File: config.mk
export PLATFORM = sky130hd
export DESIGN_NAME = boe_param_flat
export DESIGN_NICKNAME = d
export VERILOG_FILES = /design/src/rtl/boe_pkg.sv /design/src/rtl/boe_param_if.sv /design/src/rtl/boe_sort_insert.sv /design/src/rtl/boe_param.sv /design/src/flat_wrapper.sv
export SDC_FILE = /design/constraint.sdc
export NUM_CORES = 1
export LEC_CHECK = 0
export BUFFER_PORTS_ARGS = -buffer_cell sky130_fd_sc_hd__buf_4
export CORE_MARGIN = 3
export CORE_UTILIZATION = 60
export DETAILED_ROUTE_END_ITERATION = 16
export PLACE_DENSITY = 0.86
export SETUP_SLACK_MARGIN = 0.5
export SLEW_MARGIN = 0
export SYNTH_ARGS = -nofsm -noshare
export SYNTH_HDL_FRONTEND = slang
export SYNTH_SLANG_ARGS = --single-unit
File: constraint.sdc
create_clock -name clk -period 3.54 [get_ports clk]
set_input_delay 0.354 -clock clk [delete_from_list [all_inputs] [get_ports clk]]
set_output_delay 0.354 -clock clk [all_outputs]
set_load 0.02 [all_outputs]
File: src/rtl/boe_pkg.sv
// Shared tags, FSM states and mode bit positions for the batch-of-elements
// statistic block.
package boe_pkg;

  localparam int unsigned TAG_W  = 2;
  localparam int unsigned MODE_W = 2;

  localparam logic [TAG_W-1:0] TAG_SUM  = 2'd0;
  localparam logic [TAG_W-1:0] TAG_EXT  = 2'd1;
  localparam logic [TAG_W-1:0] TAG_SORT = 2'd2;

  localparam int unsigned MODE_ASC    = 0;
  localparam int unsigned MODE_NOSORT = 1;

  typedef enum logic [1:0] {
    LOAD = 2'd0,
    SUM  = 2'd1,
    EXT  = 2'd2,
    SORT = 2'd3
  } state_e;

endpackage

File: src/rtl/boe_param_if.sv
// Sample input stream plus tagged result stream of boe_param.
interface boe_param_if #(
  parameter int unsigned DATA_W = 8,
  parameter int unsigned MAX_N  = 6
);
  localparam int unsigned NUM_W = $clog2(MAX_N + 1);
  localparam int unsigned SUM_W = DATA_W + $clog2(MAX_N + 1);

  logic              in_valid;
  logic              in_ready;
  logic [NUM_W-1:0]  data_num;
  logic [1:0]        mode;
  logic [DATA_W-1:0] data_in;
  logic              out_valid;
  logic              out_ready;
  logic [1:0]        out_tag;
  logic              out_last;
  logic [SUM_W-1:0]  result;

  modport master (
    output in_valid, data_num, mode, data_in, out_ready,
    input  in_ready, out_valid, out_tag, out_last, result
  );

  modport slave (
    input  in_valid, data_num, mode, data_in, out_ready,
    output in_ready, out_valid, out_tag, out_last, result
  );
endinterface

File: src/rtl/boe_sort_insert.sv
// Ordered MAX_N-entry register array: single-cycle insert keeps it sorted,
// pop removes the head and shifts the rest towards index 0.
module boe_sort_insert #(
  parameter int unsigned DATA_W = 8,
  parameter int unsigned MAX_N  = 6
) (
  input  logic              clk,
  input  logic              rst,
  input  logic              clr,
  input  logic              ins,
  input  logic [DATA_W-1:0] ins_data,
  input  logic              asc,
  input  logic              pop,
  output logic [DATA_W-1:0] head
);

  logic [DATA_W-1:0] arr_q [MAX_N];
  logic [DATA_W-1:0] arr_d [MAX_N];
  logic [MAX_N-1:0]  vld_q, vld_d;
  logic [MAX_N-1:0]  gt;

  // gt is monotone over the valid prefix, so the first set bit is the slot
  always_comb begin
    for (int i = 0; i < int'(MAX_N); i++) begin
      gt[i] = !vld_q[i] || (asc ? (ins_data < arr_q[i]) : (ins_data > arr_q[i]));
    end
  end

  always_comb begin
    arr_d = arr_q;
    vld_d = vld_q;
    if (clr) begin
      for (int i = 0; i < int'(MAX_N); i++) arr_d[i] = '0;
      vld_d = '0;
    end else if (ins) begin
      if (gt[0]) begin
        arr_d[0] = ins_data;
        vld_d[0] = 1'b1;
      end
      for (int i = 1; i < int'(MAX_N); i++) begin
        if (gt[i]) begin
          if (gt[i-1]) begin
            arr_d[i] = arr_q[i-1];
            vld_d[i] = vld_q[i-1];
          end else begin
            arr_d[i] = ins_data;
            vld_d[i] = 1'b1;
          end
        end
      end
    end else if (pop) begin
      for (int i = 0; i < int'(MAX_N) - 1; i++) begin
        arr_d[i] = arr_q[i+1];
        vld_d[i] = vld_q[i+1];
      end
      arr_d[MAX_N-1] = '0;
      vld_d[MAX_N-1] = 1'b0;
    end
  end

  always_ff @(posedge clk or negedge rst) begin
    if (!rst) begin
      for (int i = 0; i < int'(MAX_N); i++) arr_q[i] <= '0;
      vld_q <= '0;
    end else begin
      arr_q <= arr_d;
      vld_q <= vld_d;
    end
  end

  assign head = arr_q[0];

endmodule

File: src/rtl/boe_param.sv
// Batch statistic block: loads 1..MAX_N samples, then emits SUM, EXT and
// (optionally) the sorted batch on a tagged valid/ready stream.
module boe_param
  import boe_pkg::*;
#(
  parameter int unsigned DATA_W = 8,
  parameter int unsigned MAX_N  = 6
) (
  input logic       clk,
  input logic       rst,
  boe_param_if.slave bus
);

  localparam int unsigned NUM_W = $clog2(MAX_N + 1);
  localparam int unsigned SUM_W = DATA_W + $clog2(MAX_N + 1);

  state_e            state_q, state_d;
  logic [NUM_W-1:0]  cnt_q, cnt_d;
  logic [NUM_W-1:0]  num_q, num_d;
  logic [NUM_W-1:0]  ocnt_q, ocnt_d;
  logic [1:0]        mode_q, mode_d;
  logic [SUM_W-1:0]  sum_q, sum_d;
  logic [DATA_W-1:0] ext_q, ext_d;

  logic              in_ready_q, in_ready_d;
  logic              out_valid_q, out_valid_d;
  logic [TAG_W-1:0]  tag_q, tag_d;
  logic              last_q, last_d;
  logic [SUM_W-1:0]  result_q, result_d;

  logic              srt_clr, srt_ins, srt_pop, srt_asc;
  logic [DATA_W-1:0] head;

  logic              beat, first, bad_num, out_hs, better, go_load;
  logic [NUM_W-1:0]  cnt_inc, num_eff;
  logic [SUM_W-1:0]  sum_acc;
  logic [DATA_W-1:0] ext_acc;

  boe_sort_insert #(.DATA_W(DATA_W), .MAX_N(MAX_N)) u_sort (
    .clk      (clk),
    .rst      (rst),
    .clr      (srt_clr),
    .ins      (srt_ins),
    .ins_data (bus.data_in),
    .asc      (srt_asc),
    .pop      (srt_pop),
    .head     (head)
  );

  // Next-state, accumulator and registered-output logic
  always_comb begin
    state_d     = state_q;
    cnt_d       = cnt_q;
    num_d       = num_q;
    ocnt_d      = ocnt_q;
    mode_d      = mode_q;
    sum_d       = sum_q;
    ext_d       = ext_q;
    in_ready_d  = in_ready_q;
    out_valid_d = out_valid_q;
    tag_d       = tag_q;
    last_d      = last_q;
    result_d    = result_q;
    srt_clr     = 1'b0;
    srt_ins     = 1'b0;
    srt_pop     = 1'b0;
    go_load     = 1'b0;

    beat    = bus.in_valid && (state_q == LOAD);
    first   = (cnt_q == '0);
    bad_num = (bus.data_num == '0) || (bus.data_num > NUM_W'(MAX_N));
    srt_asc = first ? bus.mode[MODE_ASC] : mode_q[MODE_ASC];
    out_hs  = out_valid_q && bus.out_ready;
    cnt_inc = cnt_q + NUM_W'(1);
    num_eff = first ? bus.data_num : num_q;
    sum_acc = (first ? '0 : sum_q) + SUM_W'(bus.data_in);
    better  = srt_asc ? (bus.data_in < ext_q) : (bus.data_in > ext_q);
    ext_acc = (first || better) ? bus.data_in : ext_q;

    case (state_q)
      LOAD: begin
        if (beat && !(first && bad_num)) begin
          srt_ins = 1'b1;
          sum_d   = sum_acc;
          ext_d   = ext_acc;
          cnt_d   = cnt_inc;
          if (first) begin
            num_d  = bus.data_num;
            mode_d = bus.mode;
          end
          if (cnt_inc == num_eff) begin
            state_d     = SUM;
            in_ready_d  = 1'b0;
            out_valid_d = 1'b1;
            tag_d       = TAG_SUM;
            last_d      = 1'b0;
            result_d    = sum_acc;
          end
        end
      end
      SUM: begin
        if (out_hs) begin
          state_d  = EXT;
          tag_d    = TAG_EXT;
          result_d = SUM_W'(ext_q);
          last_d   = mode_q[MODE_NOSORT];
        end
      end
      EXT: begin
        if (out_hs) begin
          if (mode_q[MODE_NOSORT]) begin
            go_load = 1'b1;
          end else begin
            // Sorter runs one ahead: the head is latched and popped together
            state_d  = SORT;
            tag_d    = TAG_SORT;
            result_d = SUM_W'(head);
            srt_pop  = 1'b1;
            ocnt_d   = NUM_W'(1);
            last_d   = (num_q == NUM_W'(1));
          end
        end
      end
      SORT: begin
        if (out_hs) begin
          if (last_q) begin
            go_load = 1'b1;
          end else begin
            result_d = SUM_W'(head);
            srt_pop  = 1'b1;
            ocnt_d   = ocnt_q + NUM_W'(1);
            last_d   = ((ocnt_q + NUM_W'(1)) == num_q);
          end
        end
      end
      default: state_d = LOAD;
    endcase

    if (go_load) begin
      state_d     = LOAD;
      cnt_d       = '0;
      in_ready_d  = 1'b1;
      out_valid_d = 1'b0;
      tag_d       = TAG_SUM;
      last_d      = 1'b0;
      result_d    = '0;
      srt_clr     = 1'b1;
    end
  end

  always_ff @(posedge clk or negedge rst) begin
    if (!rst) begin
      state_q     <= LOAD;
      cnt_q       <= '0;
      num_q       <= '0;
      ocnt_q      <= '0;
      mode_q      <= '0;
      sum_q       <= '0;
      ext_q       <= '0;
      in_ready_q  <= 1'b1;
      out_valid_q <= 1'b0;
      tag_q       <= TAG_SUM;
      last_q      <= 1'b0;
      result_q    <= '0;
    end else begin
      state_q     <= state_d;
      cnt_q       <= cnt_d;
      num_q       <= num_d;
      ocnt_q      <= ocnt_d;
      mode_q      <= mode_d;
      sum_q       <= sum_d;
      ext_q       <= ext_d;
      in_ready_q  <= in_ready_d;
      out_valid_q <= out_valid_d;
      tag_q       <= tag_d;
      last_q      <= last_d;
      result_q    <= result_d;
    end
  end

  assign bus.in_ready  = in_ready_q;
  assign bus.out_valid = out_valid_q;
  assign bus.out_tag   = tag_q;
  assign bus.out_last  = last_q;
  assign bus.result    = result_q;

endmodule
File: src/flat_wrapper.sv
// flat-port wrapper written by rule: the top's interface ports become plain ports
module boe_param_flat import boe_pkg::*;
#(
  parameter int unsigned DATA_W = 8,
  parameter int unsigned MAX_N  = 6
)
  (clk, rst, bus_in_valid, bus_data_num, bus_mode, bus_data_in, bus_out_ready, bus_in_ready, bus_out_valid, bus_out_tag, bus_out_last, bus_result);
  boe_param_if #(.DATA_W(DATA_W), .MAX_N(MAX_N)) bus_i ();
  input logic clk;
  input logic rst;
  input wire logic [$bits(bus_i.in_valid)-1:0] bus_in_valid;
  input wire logic [$bits(bus_i.data_num)-1:0] bus_data_num;
  input wire logic [$bits(bus_i.mode)-1:0] bus_mode;
  input wire logic [$bits(bus_i.data_in)-1:0] bus_data_in;
  input wire logic [$bits(bus_i.out_ready)-1:0] bus_out_ready;
  output wire logic [$bits(bus_i.in_ready)-1:0] bus_in_ready;
  output wire logic [$bits(bus_i.out_valid)-1:0] bus_out_valid;
  output wire logic [$bits(bus_i.out_tag)-1:0] bus_out_tag;
  output wire logic [$bits(bus_i.out_last)-1:0] bus_out_last;
  output wire logic [$bits(bus_i.result)-1:0] bus_result;
  assign bus_i.in_valid = bus_in_valid;
  assign bus_i.data_num = bus_data_num;
  assign bus_i.mode = bus_mode;
  assign bus_i.data_in = bus_data_in;
  assign bus_i.out_ready = bus_out_ready;
  assign bus_in_ready = bus_i.in_ready;
  assign bus_out_valid = bus_i.out_valid;
  assign bus_out_tag = bus_i.out_tag;
  assign bus_out_last = bus_i.out_last;
  assign bus_result = bus_i.result;
  boe_param #(.DATA_W(DATA_W), .MAX_N(MAX_N)) u_core (.clk(clk), .rst(rst), .bus(bus_i));
endmodule
* Word level (Yosys, flattened, before mapping) *
Cells that the tools add are included.

operators by class
  add/subtract/negate cells = 3
  $lt $le $gt $ge = 15
  equality and inequality tests = 23
  muxes and demuxes = 97
  reductions and logical operators = 43

operator list
  kind                                                    count
  two-way mux 48 bit                                      3
  two-way mux 11 bit                                      9
  two-way mux 8 bit                                       11
  > comparator 8 bit                                      7
  < comparator 8 bit                                      7
  two-way mux 1 bit                                       44
  case mux 11 bit (4 select lines)                        1
  two-way mux 2 bit                                       12
  two-way mux 3 bit                                       8
  inequality test 3 x 2 -> 1 bit (second input constant)  8
  two-way mux 6 bit                                       3
  AND reduction 2 bit                                     8
  case mux 2 bit (3 select lines)                         2
  AND reduction 6 bit                                     2
  adder 11 x 8 -> 11 bit                                  1
  inequality test 3 x 1 -> 1 bit (second input constant)  3
  AND reduction 3 bit                                     3
  logical OR 1 bit                                        8
  nonzero test 2 bit                                      4
  logical NOT 1 bit                                       7
  AND reduction 7 bit                                     1
  adder 3 x 1 -> 3 bit (second input constant)            2
  == test 3 bit                                           2
  logical NOT 3 bit                                       2
  other kinds (15)                                        23

storage, ports and cells
  flip-flop bits (word level) = 102
  bits of input ports = 17
  output and inout bits = 16
  logic and storage cells = 205

* Longest topological paths before layout *
  word-level depth = 9
  depth in mapped cells = 16
  depth with buffers taken out = 14

* Cells and area by module *
A second synthesis with hierarchy kept.

second synthesis, totals
  cells, all modules = 898
  area total of the unflattened synthesis = 7,943.9 sq um

by module, submodules not included
  module           times used  cells an instance  area each (sq um)  sequential area each (sq um)
  boe_sort_insert  1           580                4,842.1            1,351.3
  boe_param        1           318                3,101.7            1,202.4

* Worst setup path before layout *
No wires, ideal clock.

  kind = register -> register
  from = register u_core.cnt_q[0]
  to = register u_core.result_q[8], in the netlist u_core.bus.result[8]
  setup time = 0.125 ns
  arrival time = 2.960 ns
  data required time = 3.415 ns
  setup slack = 0.455 ns
  cell stages (with the launch flop) = 17
  buffers on the path = 2
  clock period less this slack = 3.085 ns
  cell sequence = dfrtp_1 -> inv_1 -> ha_1 -> nand2b_1 -> buf_6 -> clkbuf_1 -> and2_1 -> ha_1 -> inv_1 -> fa_1 -> nor2b_1 -> o31a_1 -> o21ai_0 -> a21oi_1 -> nand3_1 -> nor3b_1 -> mux2_4

between the ends
  cells in the longest elaborated chain, start to end = 7
  elaborated cells on any way between the ends = 16
  classes of those cells = 2 x add/sub; 3 x eq/ne; 6 x mux; 5 x reduce/logical

ends and longest elaborated chain
  what                              line              text
  from (decl)                       boe_param.sv:18   logic [NUM_W-1:0] cnt_q, cnt_d;
  from (signal assigned)            boe_param.sv:167  cnt_q <= cnt_d;
  logical NOT 3 bit                 boe_param.sv:70   first = (cnt_q == '0);
  two-way mux 11 bit                boe_param.sv:76   sum_acc = (first ? '0 : sum_q) + SUM_W'(bus.data_in);
  adder 11 x 8 -> 11 bit            boe_param.sv:76
  two-way mux 11 bit                boe_param.sv:91   if (cnt_inc == num_eff) begin
  two-way mux 11 bit                boe_param.sv:82   if (beat && !(first && bad_num)) begin
  case mux 11 bit (4 select lines)  boe_param.sv:80   case (state_q)
  two-way mux 11 bit                boe_param.sv:139  if (go_load) begin
  to (signal assigned)              boe_param.sv:177  result_q <= result_d;
  to (decl)                         boe_param.sv:29   logic [SUM_W-1:0] result_q, result_d;

Several ways; a longest one is shown, not always the timed one. The select of a mux whose other input is x is not followed.
A chain may end at the register's enable or synchronous reset.

* Final worst setup path *
  from = register u_core.cnt_q[1]
  to = register u_core.result_q[5], in the netlist u_core.bus.result[5]

Same word-level chain as after synthesis.

==> impl_metrics.json <==
{
  "outcome": "complete, no violations",
  "synthCells": 789,
  "fin_nets": 898,
  "end_kind": "register",
  "synth_seq_cells": 102,
  "p_comb_share_pct": 55.6,
  "fin_skew_ns": 0.00921,
  "die_y_um": 118,
  "drc_errors": 0,
  "seqPwrFrac_pct": 29.7,
  "finalPower_uw": 7090,
  "instances_no_fill": 981,
  "critPathLaunchType": "register",
  "p_leak_uw": 0.00380,
  "first_global_vias": 6576,
  "ctsHoldBuffers": 0,
  "tritoncts": "done",
  "cts_root_buffer": "clkbuf_16",
  "netlist_area_um2": 7520,
  "ys_seq_area_share_pct": 33.9,
  "grt_max_degree": 76,
  "hold_violations": 0,
  "syn-num-nets": 879,
  "arrival_ns": 3.20,
  "htree_levels": 3,
  "dp_hpwl_um": 14500,
  "p_sw_share_pct": 44.6,
  "wl_per_cell_um": 20.6,
  "async_reset_ff_share_pct": 100,
  "cts_sinks": 102,
  "antenna_cells": 0,
  "min_path_type": "in2async",
  "internal_power_uw": 3930,
  "detail-route-antenna-nets": 0,
  "slew_violations": 0,
  "crit_type": "reg2reg",
  "grtUsageTotal_pct": 29.4,
  "synth_ff_type": "dfrtp_1",
  "cp_data_required_time_ns": 3.80,
  "clk_pin_slew_ns": 0.07,
  "synth_edf_count": 0,
  "max_slew_margin_pct": 41.8,
  "tns_ns": 0,
  "fmax_mhz": 340,
  "synth_top_area_share_pct": 33.6,
  "clock_path_buffers": 2,
  "grt_pass1_wl_um": 33100,
  "ir_worst_vdd_mv": 0.888,
  "grt_overflow_total": 0,
  "fin_crit_sh_pct": 83.1,
  "drive_above_1_share_pct": 16.2,
  "p_clk_share_pct": 14.7,
  "drt_iter0_drc": 652,
  "cap_violations": 0,
  "die_x_um": 118,
  "vias": 6487,
  "place_inst": 963,
  "cts_made_buffers": 9,
  "areaGrowthSynthToFinish_pct": 8.91,
  "synth.distinct_cells": 75,
  "power_density_nw_per_um2": 865,
  "yosysTopAreaCell": "dfrtp_1",
  "port_buffers": 32,
  "avgSynthCellArea_um2": 9.54,
  "antenna_found_initial": 0,
  "wirelength_um": 20200,
  "setup_viol": 0,
  "period_needed_ns": 2.94,
  "p_switching_uw": 3160,
  "start_util_pct": 62.1,
  "dr.pass1.iters": 5,
  "critPathMaxFanout": 9,
  "place_congestion": 1.01,
  "pin_count": 33,
  "ys_warn_count": 0,
  "rsz0062_at_grt": "false",
  "core-area_um2": 12100,
  "insertion_delay_ns": 0.37,
  "synth_area_leaders": "dfrtp_1 (34%), ha_1 (12%), mux2i_1 (5.7%), mux2_2 (4.2%), nand2_1 (3.7%)",
  "via_per_inst": 6.61,
  "tightest_slew_ns": 0.867,
  "std_cell_rows": 40,
  "final_common_cell": "dfrtp_1",
  "dieArea_um2": 13900,
  "final_cell_mix": "dfrtp_1 (101), nand2_1 (74), ha_1 (71)"
}
-- through the flow --
stage          setup slack [ns]  utilization (%)  hold WS (ns)  area [um2]
2_1_floorplan             0.512                -        0.0584        7530
3_3_place_gp              0.504             64.8         0.427        7850
3_5_place_dp              0.325             64.8         0.451        7850
4_1_cts                   0.496             67.4        0.0659        8170
5_1_grt                   0.494             67.7        0.0986        8200
6_report                  0.597             67.7        0.0236        8200
-- final cells by class --
class,instances,area [um2]
Clock buffer,10,229
Clock inverter,6,68.8
Fill cell,943,3920
Inverter,67,251
Multi-Input combinational cell,584,4540
Sequential cell,102,2550
Tap cell,168,210
Timing Repair Buffer,44,343
-- cells by family after synthesis --
family / Yosys count / synth area share [%]
compound gates: 216 / 20.9
simple gates: 200 / 12.8
buf+inv: 103 / 6.53
flops: 102 / 33.9
mux: 81 / 12.0
fa+ha+maj: 73 / 12.2
xor+xnor: 14 / 1.63
-- cell usage after synthesis, types with 7 or more instances --
master      n
dfrtp_1   101
nand2_1    74
ha_1       72
inv_1      67
nor2_1     52
mux2i_1    43
a21oi_1    42
o21ai_0    33
a211oi_1   28
mux2_2     28
a22o_1     18
o22ai_1    16
nand4_1    14
or3_1      14
clkbuf_1   13
buf_2      11
nor2b_1    10
o21a_1     10
mux2_4      9
a221oi_1    8
a32o_1      8
o31ai_1     8
xnor2_1     8
a21o_1      7
and2_1      7
nand3_1     7
-- per-layer routing --
layer	wire, um	track usage (%)	up-vias
li1	-	-	2907
met1	8000	36.1	3183
met2	9820	50.1	333
met3	1700	6.30	64
met4	678	12.4	0
met5	0	0	-
-- path summary, 6_finish.rpt --
kind	start	end	slack, ns	depth (start not counted)
max in group asynchronous	rst	u_core.bus.in_ready	2.65	2
worst min-delay path	rst	u_core.u_sort.arr_q[29]	0.02	1
min in group clk	bus_mode[1]	u_core.mode_q[1]	0.23	2
worst max-delay path	u_core.cnt_q[1]	u_core.bus.result[5]	0.60	13
worst min register to register	u_core.bus.in_ready	u_core.bus.in_ready	0.46	2
worst max register to register	u_core.cnt_q[1]	u_core.bus.result[5]	0.60	13
-- sequential cells by signal, indices dropped and copies added, names as in the netlist --
| name | cells |
|---|---|
| u_core.bus.out_tag | 2 |
| u_core.bus.out_last | 1 |
| u_core.ocnt_q | 3 |
| u_core.bus.out_valid | 1 |
| u_core.mode_q | 2 |
| u_core.bus.result | 11 |
| u_core.num_q | 3 |
| u_core.cnt_q | 3 |
| u_core.sum_q | 11 |
| u_core.bus.in_ready | 1 |
| u_core.u_sort.head | 8 |
| u_core.state_q | 2 |
| u_core.u_sort.arr_q | 40 |
| u_core.u_sort.vld_q | 6 |
| u_core.ext_q | 8 |
-- power by group through the flow --
stage / registers [uW] / clock network, uW / logic (uW)
after floorplan: 2020 / 0 / 2950
after global placement: 2060 / 0 / 3580
after detailed placement: 2090 / 0 / 3800
after CTS: 2070 / 1050 / 3860
after global routing: 2150 / 1090 / 4320
final: 2100 / 1040 / 3950
-- worst max-delay path: stages, from the launching register on --
cell      delay (ns)
dfrtp_1         0.41
inv_1           0.07
ha_2            0.23
nand2b_4        0.10
nand2_1         0.14
inv_1           0.06
ha_1            0.30
a211o_1         0.34
a21oi_1         0.29
nor2b_1         0.09
nor2_1          0.14
xor2_1          0.26
a211oi_1        0.12
mux2_4          0.30
-- repair_timing --
item / CTS / global route
endpoints found under the setup margin: 17 / 34
resized for setup: 4 / 9
buffers inserted: 2 / 0
pin swaps: 1 / 1
(Power assumes the default switching activity.)
